File: src/rtl/i2c_cmd_queue_pkg.sv
// Shared definitions for the I2C command queue: FSM encoding, error codes
// and the packed command record layout.
package i2c_cmd_queue_pkg;

    typedef enum logic [1:0] {
        IDLE      = 2'd0,
        LAUNCH    = 2'd1,
        WAIT_FREE = 2'd2
    } state_t;

    localparam logic [1:0] ERR_NONE  = 2'b00;
    localparam logic [1:0] ERR_START = 2'b01;
    localparam logic [1:0] ERR_XFER  = 2'b10;

    // Record layout, LSB first: addr | rw | data1 | data2 | ack3p
    function automatic int cmd_width(input int addr_len, input int data_len);
        return addr_len + 1 + 2 * data_len + 1;
    endfunction

    function automatic int off_rw(input int addr_len);
        return addr_len;
    endfunction

    function automatic int off_d1(input int addr_len);
        return addr_len + 1;
    endfunction

    function automatic int off_d2(input int addr_len, input int data_len);
        return addr_len + 1 + data_len;
    endfunction

    function automatic int off_ack(input int addr_len, input int data_len);
        return addr_len + 1 + 2 * data_len;
    endfunction

endpackage

File: src/rtl/i2c_cmd_queue_fifo.sv
// Small synchronous FIFO with wrap-bit pointers; no fall-through, flush
// drops everything queued and wins over a simultaneous push.
module i2c_cmd_fifo #(
    parameter int WIDTH = 8,
    parameter int DEPTH = 4
) (
    input  logic                       clk,
    input  logic                       rst,
    input  logic                       push,
    input  logic                       pop,
    input  logic                       flush,
    input  logic [WIDTH-1:0]           wdata,
    output logic [WIDTH-1:0]           rdata,
    output logic                       full,
    output logic                       empty,
    output logic [$clog2(DEPTH):0]     level
);
    localparam int AW = $clog2(DEPTH);

    logic [WIDTH-1:0] mem [DEPTH];
    logic [AW:0]      wr_ptr;
    logic [AW:0]      rd_ptr;
    logic             do_push;
    logic             do_pop;

    assign level   = wr_ptr - rd_ptr;
    assign full    = (level == (AW+1)'(DEPTH));
    assign empty   = (wr_ptr == rd_ptr);
    assign rdata   = mem[rd_ptr[AW-1:0]];
    assign do_push = push && !full && !flush;
    assign do_pop  = pop && !empty && !flush;

    always_ff @(posedge clk or posedge rst) begin
        if (rst) begin
            wr_ptr <= '0;
            rd_ptr <= '0;
        end else if (flush) begin
            rd_ptr <= wr_ptr;
        end else begin
            if (do_push) wr_ptr <= wr_ptr + (AW+1)'(1);
            if (do_pop)  rd_ptr <= rd_ptr + (AW+1)'(1);
        end
    end

    always_ff @(posedge clk) begin
        if (do_push) mem[wr_ptr[AW-1:0]] <= wdata;
    end

endmodule

File: src/rtl/i2c_cmd_queue.sv
// Command front end for the I2C master: queues host requests, launches them
// one at a time with held operands, and flags start/transfer timeouts.
//
// state     | meaning
// IDLE      | waiting for a queued command and a free master
// LAUNCH    | start raised, waiting for master to drop free
// WAIT_FREE | transfer in flight, waiting for free to return
module i2c_cmd_queue
    import i2c_cmd_queue_pkg::*;
#(
    parameter int ADDR_LEN      = 7,
    parameter int DATA_LEN      = 8,
    parameter int DEPTH         = 4,
    parameter int START_TIMEOUT = 16,
    parameter int XFER_TIMEOUT  = 1023,
    parameter int TMO_W         = 10
) (
    input  logic                      clk,
    input  logic                      rst,
    input  logic                      cmd_valid,
    output logic                      cmd_ready,
    input  logic [ADDR_LEN-1:0]       cmd_addr,
    input  logic                      cmd_rw,
    input  logic [DATA_LEN-1:0]       cmd_data1,
    input  logic [DATA_LEN-1:0]       cmd_data2,
    input  logic                      cmd_ack3p,
    input  logic                      flush,
    input  logic                      free,
    input  logic [3:0]                state_master,
    output logic                      start,
    output logic [ADDR_LEN-1:0]       add_reg,
    output logic                      R_W,
    output logic [DATA_LEN-1:0]       data_1,
    output logic [DATA_LEN-1:0]       data_2,
    output logic                      ack_3p,
    output logic                      busy,
    output logic                      done,
    output logic                      err,
    output logic [1:0]                err_code,
    output logic [3:0]                err_state,
    output logic [$clog2(DEPTH):0]    level
);
    localparam int CW = cmd_width(ADDR_LEN, DATA_LEN);

    state_t            state, state_n;
    logic [TMO_W-1:0]  cnt;
    logic              cnt_clr, cnt_inc;
    logic              pop, full, empty;
    logic              done_n, err_n;
    logic [1:0]        err_code_n;
    logic [CW-1:0]     head;

    i2c_cmd_fifo #(.WIDTH(CW), .DEPTH(DEPTH)) u_fifo (
        .clk   (clk),
        .rst   (rst),
        .push  (cmd_valid && cmd_ready),
        .pop   (pop),
        .flush (flush),
        .wdata ({cmd_ack3p, cmd_data2, cmd_data1, cmd_rw, cmd_addr}),
        .rdata (head),
        .full  (full),
        .empty (empty),
        .level (level)
    );

    assign cmd_ready = !full;
    assign start     = (state == LAUNCH);
    assign busy      = (state != IDLE);

    always_comb begin
        state_n    = state;
        pop        = 1'b0;
        cnt_clr    = 1'b0;
        cnt_inc    = 1'b0;
        done_n     = 1'b0;
        err_n      = 1'b0;
        err_code_n = ERR_NONE;
        unique case (state)
            IDLE: begin
                // A flushing queue is not popped, so nothing stale launches.
                if (!empty && free && !flush) begin
                    pop     = 1'b1;
                    cnt_clr = 1'b1;
                    state_n = LAUNCH;
                end
            end
            LAUNCH: begin
                if (!free) begin
                    cnt_clr = 1'b1;
                    state_n = WAIT_FREE;
                end else if (cnt == TMO_W'(START_TIMEOUT - 1)) begin
                    err_n      = 1'b1;
                    err_code_n = ERR_START;
                    state_n    = IDLE;
                end else begin
                    cnt_inc = 1'b1;
                end
            end
            WAIT_FREE: begin
                if (free) begin
                    done_n  = 1'b1;
                    state_n = IDLE;
                end else begin
                    if (cnt == TMO_W'(XFER_TIMEOUT - 1)) begin
                        err_n      = 1'b1;
                        err_code_n = ERR_XFER;
                    end
                    // Saturating keeps the hang error to one pulse per transfer.
                    if (cnt != TMO_W'(XFER_TIMEOUT)) cnt_inc = 1'b1;
                end
            end
            default: state_n = IDLE;
        endcase
    end

    always_ff @(posedge clk or posedge rst) begin
        if (rst) begin
            state     <= IDLE;
            cnt       <= '0;
            add_reg   <= '0;
            R_W       <= 1'b0;
            data_1    <= '0;
            data_2    <= '0;
            ack_3p    <= 1'b0;
            done      <= 1'b0;
            err       <= 1'b0;
            err_code  <= ERR_NONE;
            err_state <= '0;
        end else begin
            state <= state_n;
            done  <= done_n;
            err   <= err_n;
            if (cnt_clr)      cnt <= '0;
            else if (cnt_inc) cnt <= cnt + TMO_W'(1);
            if (err_n) begin
                err_code  <= err_code_n;
                err_state <= state_master;
            end
            if (pop) begin
                add_reg <= head[0 +: ADDR_LEN];
                R_W     <= head[off_rw(ADDR_LEN)];
                data_1  <= head[off_d1(ADDR_LEN) +: DATA_LEN];
                data_2  <= head[off_d2(ADDR_LEN, DATA_LEN) +: DATA_LEN];
                ack_3p  <= head[off_ack(ADDR_LEN, DATA_LEN)];
            end
        end
    end

endmodule
File: config.mk
export PLATFORM = sky130hd
export DESIGN_NAME = i2c_cmd_queue
export DESIGN_NICKNAME = d
export VERILOG_FILES = /design/src/rtl/i2c_cmd_queue_pkg.sv /design/src/rtl/i2c_cmd_queue_fifo.sv /design/src/rtl/i2c_cmd_queue.sv
export SDC_FILE = /design/constraint.sdc
export NUM_CORES = 1
export LEC_CHECK = 0
export ABC_AREA = 0
export CORE_UTILIZATION = 55
export DETAILED_ROUTE_END_ITERATION = 12
export GPL_TIMING_DRIVEN = 0
export PLACE_DENSITY = 0.82
export SYNTH_ARGS = -nofsm -noshare
export SYNTH_HDL_FRONTEND = slang
export SYNTH_SLANG_ARGS = --single-unit
File: constraint.sdc
create_clock -name clk -period 3 [get_ports clk]
set_input_delay 0.3 -clock clk [delete_from_list [all_inputs] [get_ports clk]]
set_output_delay 0.3 -clock clk [all_outputs]
set_load 0.01 [all_outputs]
Word level (Yosys, flattened, before mapping)
Memory sizes are Yosys's and may differ from the RTL's. A register that Yosys moved wholly into a read port is not among the register bits. Cells that the tools add are included.

Bits in registers: 26. Memories kept: 1. Latch bits: 0. RAM bits: 100. Bits in read-only memories: 0. Logic and storage cells: 72.

Memory list: u_fifo.mem (depth 4, width 25, rd ports 1, clocked after Yosys merged registers in 1, write ports 1, line i2c_cmd_queue_fifo.sv:20) `logic [WIDTH-1:0] mem [DEPTH];`.

Mux-type cells: 32. Reduce and logical (&&, ||, !) cells: 16. Multiply operators: 0. Div/mod/pow operators: 0. $lt $le $gt $ge: 0. Shift operators: 0. Add/subtract/negate cells: 4. Equal/unequal tests: 10. Bitwise logic cells: 1.

Operators with widths (count): 2-to-1 mux 10 bit (2); 2-to-1 mux 1 bit (17); 2-to-1 mux 2 bit (6); adder 10 x 1 -> 10 bit (second input constant) (1); equality test 10 bit (second input constant) (1); equality test 10 x 4 -> 1 bit (second input constant) (1); inequality test 10 bit (second input constant) (1); logical AND 1 bit (7); adder 3 x 1 -> 3 bit (second input constant) (2); 2-to-1 mux 3 bit (2); one-hot mux 1 bit (2 select lines) (3); one-hot mux 2 bit (3 select lines) (1); nonzero test 2 bit (3); inequality test 2 bit (second input constant) (2); one-hot mux 2 bit (2 select lines) (1); equality test 3 bit (1); equality test 3 bit (second input constant) (1); logical NOT 1 bit (3); inequality test 3 x 2 -> 1 bit (second input constant) (1); AND reduction 3 bit (1); subtractor 3 bit (1); equality test 2 x 1 -> 1 bit (second input constant) (1); equality test 2 bit (second input constant) (1); logical NOT 2 bit (1); 2 further kinds (2).

Longest topological paths before layout
Gate-level depths: netlist (run 1).

Depth in word-level cells: 10. Gate-level depth with buffers: 9. Gate-level depth less buffers: 7.

Cells and area by module
Synthesis (run 1) repeated with hierarchy kept, for this count alone.

Cell total of the unflattened synthesis: 366. Area, all modules: 6312.3 um^2.

By module, submodules not included: i2c_cmd_fifo (area each 4165.2 um^2, seq. area each 3153.0 um^2, cells each 190, times used 1); i2c_cmd_queue (area each 2147.1 um^2, seq. area each 1126.1 um^2, cells each 176, times used 1).

Worst setup path after synthesis (run 1)
OpenSTA, ideal clock, no wires.

Path kind: reg2reg. From: reg u_fifo.wr_ptr[0]. To: mem u_fifo.mem[0][0] (netlist bit), enable pin. Data arrival time: 2375 ps. Clock period less this slack: 2759 ps. Library setup time: 384 ps. Required time: 2616 ps. Path slack: 241 ps. Cell stages (with the launch flop): 7. Cell sequence: dfrtp_1 > inv_1 > ha_1 > fa_1 > xnor2_1 > a311oi_4 > and2_1.

Word-level cells in the longest chain between the ends: 8.

RTL lines: start, declared (line i2c_cmd_queue_fifo.sv:21) `logic [AW:0] wr_ptr;`; start signal, assigned (line i2c_cmd_queue_fifo.sv:40) `if (do_push) wr_ptr <= wr_ptr + (AW+1)'(1);`; subtractor 3 bit * (line i2c_cmd_queue_fifo.sv:26) `assign level = wr_ptr - rd_ptr;`; via level[2] (line i2c_cmd_queue.sv:41) `output logic [$clog2(DEPTH):0] level`; equality test 3 bit * (line i2c_cmd_queue_fifo.sv:27) `assign full = (level == (AW+1)'(DEPTH));`; logical NOT 1 bit * (line i2c_cmd_queue_fifo.sv:30, i2c_cmd_queue.sv:66); logical AND 1 bit (line i2c_cmd_queue.sv:56) `.push (cmd_valid && cmd_ready),`; logical AND 1 bit * (2 in a row) (line i2c_cmd_queue_fifo.sv:30) `assign do_push = push && !full && !flush;`; 2-to-1 mux 1 bit * (line i2c_cmd_queue_fifo.sv:46) `if (do_push) mem[wr_ptr[AW-1:0]] <= wdata;`; 2-to-1 mux 1 bit (implied by the code) * (line i2c_cmd_queue_fifo.sv:46); end, declared (line i2c_cmd_queue_fifo.sv:20).

The timed path passes the listed nets; every way through them passes the cells marked *.

Worst setup path in the final report (run 1)
From: reg u_fifo.wr_ptr[0]. To: mem u_fifo.mem[0][13] (netlist bit), enable pin.

Word-level cells in the longest chain between the ends: 8.

RTL lines (line): subtractor 3 bit (i2c_cmd_queue_fifo.sv:26); equality test 3 bit (i2c_cmd_queue_fifo.sv:27); logical NOT 1 bit (i2c_cmd_queue_fifo.sv:30, i2c_cmd_queue.sv:66); logical AND 1 bit (i2c_cmd_queue.sv:56); logical AND 1 bit (2 in a row) (i2c_cmd_queue_fifo.sv:30); 2-to-1 mux 1 bit (i2c_cmd_queue_fifo.sv:46); 2-to-1 mux 1 bit (implied by the code) (i2c_cmd_queue_fifo.sv:46).

Parallel ways exist; a longest one is shown, timed or not.

==> flow_metrics.py, run 1 <==
metrics = {
    "detailed_routing": {
        "vias_per_cell": 5.661,
        "postRouteWirelength_mm": 11.66,
        "vias": 3278,
        "drt_iter0_markers": 226,
        "wl_per_cell_microns": 20.13,
        "ant_nets": 0,
        "firstDrtPassIters": 4,
        "drc": 0,
    },
    "pwr": {
        "peakVddDrop_mv": 0.6645,
        "total_power_mw": 7.433,
        "power.density_nw_per_um2": 974.7,
        "combinationalPowerShare_pct": 33.8,
        "p_leak_nw": 2.910,
        "power.share.clock_pct": 27.3,
        "swShare_pct": 30.34,
        "power_switching_mw": 2.256,
        "pwr-share-seq_pct": 38.9,
        "p_int_mw": 5.178,
    },
    "place": {
        "place_congestion": 0.8263,
        "dp_hpwl_mm": 7.143,
        "portBuffers": 72,
    },
    "timing": {
        "hold_viol": 0,
        "min_period_ps": 2895,
        "skew_ps": 12.09,
        "slew_headroom_pct": 54.41,
        "tightest_slew_ps": 683.9,
        "fin_setup_tns_ps": 0,
        "setup_viol": 0,
        "slew_violations": 0,
        "period_share_pct": 96.50,
        "rsz0062_at_grt": "true",
        "holdWs_ps": 59.49,
        "max_freq_ghz": 0.3454,
    },
    "global_route": {
        "gr-total-overflow": 0,
        "grt_pass1_vias": 3485,
        "antenna_found_initial": 0,
        "grtUsageTotal_pct": 22.73,
        "grt_pass1_wl_mm": 18.62,
        "grt_max_degree": 38,
    },
    "synthesis": {
        "synth-edff-count": 100,
        "yosysMostFrequentCell": "edfxtp_1",
        "synthTopCellsByArea": "edfxtp_1 49%, dfrtp_1 21%, mux4_2 9.2%, mux2_4 4.4%, ha_1 2.5%",
        "synthCells": 333,
        "synth.top_cells.by_count": "100 x edfxtp_1, 51 x dfrtp_1, 25 x mux4_2",
        "yosysUniqueCellTypes": 40,
        "ys_seq_elements": 151,
        "synth_top_area_share_pct": 49.08,
        "async_reset_ff_share_pct": 33.77,
        "syn_area_per_cell_sq_um": 18.37,
        "yosysWarningCount": 0,
        "syn_nets": 380,
        "synth_area_sq_um": 6118,
        "ys.flop_type": "edfxtp_1",
        "yosysSeqAreaShare_pct": 69.94,
        "yosysTopAreaCell": "edfxtp_1",
    },
    "layout": {
        "nets": 473,
        "post-route-util_pct": 70.35,
        "antenna_cells": 0,
        "area_growth_pct": 24.64,
        "largest_reg_flops": 100,
        "fillCellCount": 680,
        "drive_gt1_share_pct": 24.37,
    },
    "worst_setup_path": {
        "crit_required_ps": 3160,
        "cp.arrival_ps": 3050,
        "critPathMaxStageDelay_ps": 680,
        "critPathKind": "reg -> reg",
        "crit_chain": "inv_1 > ha_1 > fa_1 > xnor2_2 > a311oi_4 > and2_2",
        "worstSetupStartpointType": "register",
        "slowest_stage": "and2_2",
        "cp_max_fo": 25,
        "crit_buf_inv": 1,
        "critPathTopFamily": "simple AND/OR/NAND/NOR gates",
        "cp-end-kind": "register",
    },
    "floorplanning": {
        "die_w_microns": 107.5,
        "core_area_sq_um": 10840,
        "io-pin-count": 73,
        "die-area_sq_um": 11550,
        "start_util_pct": 56.44,
        "fp-row-count": 38,
        "die_h_microns": 107.5,
    },
    "clock_tree": {
        "cts_sinks": 151,
        "clk_latency_ps": 530,
        "clkTransAtPathRegs_ps": 70,
        "htreeDepth": 4,
        "clockBufferDepth": 2,
        "postCtsHoldBufs": 0,
        "cts_made_buffers": 17,
        "cts_tree": "yes",
        "cts_root_buf": "clkbuf_8",
    },
    "run": {
        "cap_violations": 0,
    },
    "worst_hold_path": {
        "hold_path_class": "in -> async",
    },
    "status": {
        "status": "complete, no violations",
    },
}
-- what timing repair did --
action | 4_1_cts | 5_1_grt
pin swaps | 0 | 1
setup endpoints to repair | 101 | 78
buffers inserted | 0 | 1
gates resized for setup | 5 | 3
-- final cells by class --
cell class	count	area (sq um)	area share, %
Sequential cell	151	4279	56.11
Multi-Input combinational cell	161	1754	23.00
Timing Repair Buffer	74	748.2	9.811
Clock buffer	18	427.9	5.611
Tap cell	140	175.2	2.297
Clock inverter	14	141.4	1.854
Buffer	8	51.30	0.6727
Inverter	13	48.80	0.6399
-- worst register-to-register path, cell delays in order, from the launching register on --
cell and delay (ps):
dfrtp_1 390, inv_1 130, ha_1 210, fa_1 410, xnor2_2 200, a311oi_4 500
and2_2 680
-- worst paths after layout --
| path | startpoint | slack, ps | cells past startpoint | endpoint |
|---|---|---|---|---|
| max | u_fifo.wr_ptr[0]$_DFFE_PP0P_ | 100 | 6 | u_fifo.mem[0][13]$_DFFE_PP_ |
| max reg2reg | u_fifo.wr_ptr[0]$_DFFE_PP0P_ | 100 | 6 | u_fifo.mem[0][13]$_DFFE_PP_ |
| min | rst | 60 | 2 | err_code[0]$_DFFE_PP0P_ |
| min reg2reg | err_code[1]$_DFFE_PP0P_ | 490 | 2 | err_code[1]$_DFFE_PP0P_ |
| min in group clk | state_master[1] | 400 | 2 | err_state[1]$_DFFE_PP0P_ |
| max in group asynchronous | rst | 2420 | 3 | data_1[5]$_DFFE_PP0P_ |
-- per-layer routing --
metal	share of wire, %	up-vias	global-route usage [%]	routed length [microns]
met5	0	-	0	0
li1	-	1459	-	-
met3	5.8	14	7.506	675
met4	1.2	0	7.534	138
met2	55	117	38.76	6355
met1	38	1688	27.29	4486
-- kinds of logic after synthesis --
| logic type | after synthesis | synth area share, % |
|---|---|---|
| flops | 151 | 69.94 |
| mux | 55 | 15.81 |
| simple gates | 54 | 4.295 |
| compound gates | 25 | 3.456 |
| buf+inv | 21 | 1.595 |
| xor+xnor | 14 | 2.127 |
| fa+ha+maj | 13 | 2.781 |
-- stage by stage --
step | cell area, sq um | worst slack (ps) | instances
after floorplan | 6118 | 241.2 | 333
after global placement | 7014 | -281.3 | 545
after detailed placement | 7034 | -327.5 | 546
after CTS | 7616 | 58.78 | 578
after global routing | 7626 | -23.11 | 579
final | 7626 | 104.9 | 579
-- placed cells by master, fill, tap and decap left out, types with 2 or more instances in the layout --
cell / netlist / routed
clkinv_2: 0 / 2
o21ai_0: 5 / 5
clkbuf_2: 0 / 2
xnor2_2: 1 / 2
mux2_1: 2 / 2
inv_6: 0 / 2
edfxtp_1: 100 / 100
clkbuf_16: 0 / 16
inv_1: 13 / 12
and3_1: 4 / 4
buf_2: 3 / 3
dfrtp_1: 51 / 51
a311oi_4: 2 / 2
a21oi_1: 5 / 5
nor2_1: 13 / 13
clkbuf_8: 0 / 2
clkinv_4: 0 / 4
nand4_1: 3 / 3
and2_4: 1 / 2
nand2_1: 17 / 17
xor2_1: 3 / 3
o21ai_1: 2 / 2
and2_2: 0 / 2
xnor2_1: 10 / 9
clkinvlp_4: 0 / 2
or3_1: 2 / 2
and2_1: 6 / 3
mux2_4: 18 / 18
clkdlybuf4s50_1: 0 / 72
inv_8: 0 / 3
mux2_2: 9 / 9
mux4_2: 25 / 25
nand3_1: 6 / 6
a211oi_1: 2 / 2
ha_1: 12 / 12
buf_6: 2 / 2
-- power groups by stage --
stage / Combinational (mW) / Sequential [mW] / Clock, mW
final: 2.51 / 2.89 / 2.03
after global routing: 2.70 / 2.93 / 2.15
after CTS: 2.53 / 2.89 / 2.06
after detailed placement: 2.47 / 2.92 / 0
after global placement: 2.38 / 2.90 / 0
after floorplan: 1.47 / 2.94 / 0
(Power assumes the default switching activity.)
==> run 2: changes to the inputs <==
--- a/config.mk
+++ b/config.mk
@@ -6,10 +6,12 @@
 export NUM_CORES = 1
 export LEC_CHECK = 0
 export ABC_AREA = 0
-export CORE_UTILIZATION = 55
+export CORE_UTILIZATION = 40
 export DETAILED_ROUTE_END_ITERATION = 12
+export GPL_ROUTABILITY_DRIVEN = 1
 export GPL_TIMING_DRIVEN = 0
-export PLACE_DENSITY = 0.82
+export PLACE_DENSITY = 0.63
 export SYNTH_ARGS = -nofsm -noshare
 export SYNTH_HDL_FRONTEND = slang
 export SYNTH_SLANG_ARGS = --single-unit
+export TNS_END_PERCENT = 20
==> flow_metrics.py, run 2 (synthesized netlist as in run 1, its figures left out) <==
metrics = {
    "status": {
        "status": "complete, but fails checks",
        "violations": "DRC",
    },
    "pwr": {
        "swShare_pct": 28.27,
        "combinationalPowerShare_pct": 32.9,
        "p_leak_nw": 2.924,
        "peakVddDrop_mv": 0.5328,
        "power.density_nw_per_um2": 967.5,
        "power_switching_mw": 2.115,
        "p_int_mw": 5.369,
        "pwr-share-seq_pct": 38.2,
        "power.share.clock_pct": 28.9,
    },
    "place": {
        "dp_cells": 591,
        "dp_hpwl_mm": 7.292,
        "portBuffers": 72,
        "place_congestion": 0.7730,
        "placed_area_sq_um": 7118,
    },
    "worst_setup_path": {
        "r2r_slack_ps": 200,
        "crit_chain": "inv_1 > ha_1 > fa_1 > xnor2_1 > clkdlybuf4s50_1",
        "r2r_start": "u_fifo.wr_ptr[0]$_DFFE_PP0P_",
        "critPathMaxStageDelay_ps": 620,
        "cp-end-kind": "output port",
        "crit_start": "u_fifo.wr_ptr[0]$_DFFE_PP0P_",
        "crit_required_ps": 2700,
        "cp.arrival_ps": 2530,
        "cp_max_fo": 4,
        "slowest_stage": "clkdlybuf4s50_1",
        "critPathKind": "reg -> out",
        "worstSetupStartpointType": "register",
        "critPathTopFamily": "buffers and inverters",
        "crit_buf_inv": 2,
    },
    "floorplanning": {
        "fp-row-count": 44,
        "core_area_sq_um": 14750,
        "die_w_microns": 125.7,
        "io-pin-count": 73,
        "start_util_pct": 41.47,
        "die_h_microns": 125.7,
        "die-area_sq_um": 15790,
    },
    "detailed_routing": {
        "firstDrtPassIters": 10,
        "vias": 3145,
        "drc": 7,
        "vias_per_cell": 5.048,
        "ant_nets": 0,
        "drt_iter0_markers": 150,
        "wl_per_cell_microns": 18.10,
        "postRouteWirelength_mm": 11.27,
    },
    "clock_tree": {
        "postCtsHoldBufs": 0,
        "cts_root_buf": "clkbuf_16",
        "clk_latency_ps": 420,
        "cts_made_buffers": 17,
        "cts_setup_buffers": 0,
        "htreeDepth": 4,
        "cts_tree": "yes",
        "cts_repair_resize_count": 3,
        "clockBufferDepth": 2,
        "clkTransAtPathRegs_ps": 60,
        "cts_sinks": 151,
    },
    "global_route": {
        "gr-total-overflow": 0,
        "grtUsageTotal_pct": 15.83,
        "grt_pass1_wl_mm": 18.42,
        "grt_pass1_vias": 3502,
        "grt_max_degree": 41,
        "antenna_found_initial": 0,
    },
    "layout": {
        "design_area_sq_um": 7735,
        "largest_reg_flops": 100,
        "post-route-util_pct": 52.43,
        "area_growth_pct": 26.42,
        "finalNonFillerCells": 623,
        "drive_gt1_share_pct": 23.69,
        "antenna_cells": 0,
        "final_cell_mix": "100 x edfxtp_1, 72 x clkdlybuf4s50_1, 51 x dfrtp_1",
        "fillCellCount": 1216,
        "final_common_cell": "edfxtp_1",
        "nets": 473,
    },
    "run": {
        "cap_violations": 0,
    },
    "timing": {
        "slew_violations": 0,
        "min_period_ps": 2830,
        "hold_viol": 0,
        "tightest_slew_ps": 700.8,
        "rsz0062_at_grt": "false",
        "skew_ps": 7.086,
        "slew_headroom_pct": 53.28,
        "max_freq_ghz": 0.3534,
        "setup_viol": 0,
        "period_share_pct": 94.32,
    },
    "worst_hold_path": {
        "hold_path_class": "in -> async",
    },
}
[run 2: changes by cell type in the layout (fill, tap and decap cells not counted), sizes merged]
cell      delta
clkinvlp     +1
clkbuf       +2
bufinv       +2
inv          -5
[run 2: stage by stage]
step           setup TNS, ps  power [mW]  hold WS (ps)  worst slack (ps)
2_1_floorplan              0       4.416         392.9             241.2
3_3_place_gp          -28400       5.332         464.5            -384.9
3_5_place_dp          -13100       5.408         479.9            -380.9
4_1_cts                    0       7.588         160.1             56.44
5_1_grt                    0       7.884         177.2             3.472
6_report                   0       7.484         166.4             170.4
[run 2: final timing paths]
check / cells after the start / to
setup reg to reg: 7 / u_fifo.mem[0][0]$_DFFE_PP_
hold / removal: 2 / data_2[1]$_DFFE_PP0P_
setup / recovery: 5 / level[2]
max in group asynchronous: 3 / data_2[6]$_DFFE_PP0P_
min in group clk: 2 / err_code[1]$_DFFE_PP0P_
hold reg to reg: 2 / err_code[1]$_DFFE_PP0P_
[run 2: layer usage]
layer / track usage [%] / vias to the layer above / routed length [microns]
met2: 25.39 / 94 / 5484
met1: 19.41 / 1574 / 4907
met4: 5.595 / 0 / 176
met5: 0 / - / 0
li1: - / 1458 / -
met3: 6.372 / 19 / 706
[run 2: area by class of cell]
class / count / area (sq um) / area share (%)
Clock buffer: 20 / 456.7 / 5.904
Multi-Input combinational cell: 161 / 1748 / 22.60
Clock inverter: 12 / 152.6 / 1.973
Buffer: 8 / 51.30 / 0.6632
Inverter: 13 / 48.80 / 0.6309
Sequential cell: 151 / 4279 / 55.32
Tap cell: 184 / 230.2 / 2.976
Timing Repair Buffer: 74 / 768.2 / 9.932
[run 2: power groups by stage]
| stage | combinational, mW | clock [mW] | sequential [mW] |
|---|---|---|---|
| 4_1_cts | 2.52 | 2.21 | 2.87 |
| 6_report | 2.47 | 2.16 | 2.86 |
| 3_3_place_gp | 2.44 | 0 | 2.89 |
| 5_1_grt | 2.68 | 2.29 | 2.91 |
| 3_5_place_dp | 2.50 | 0 | 2.90 |
| 2_1_floorplan | 1.47 | 0 | 2.94 |
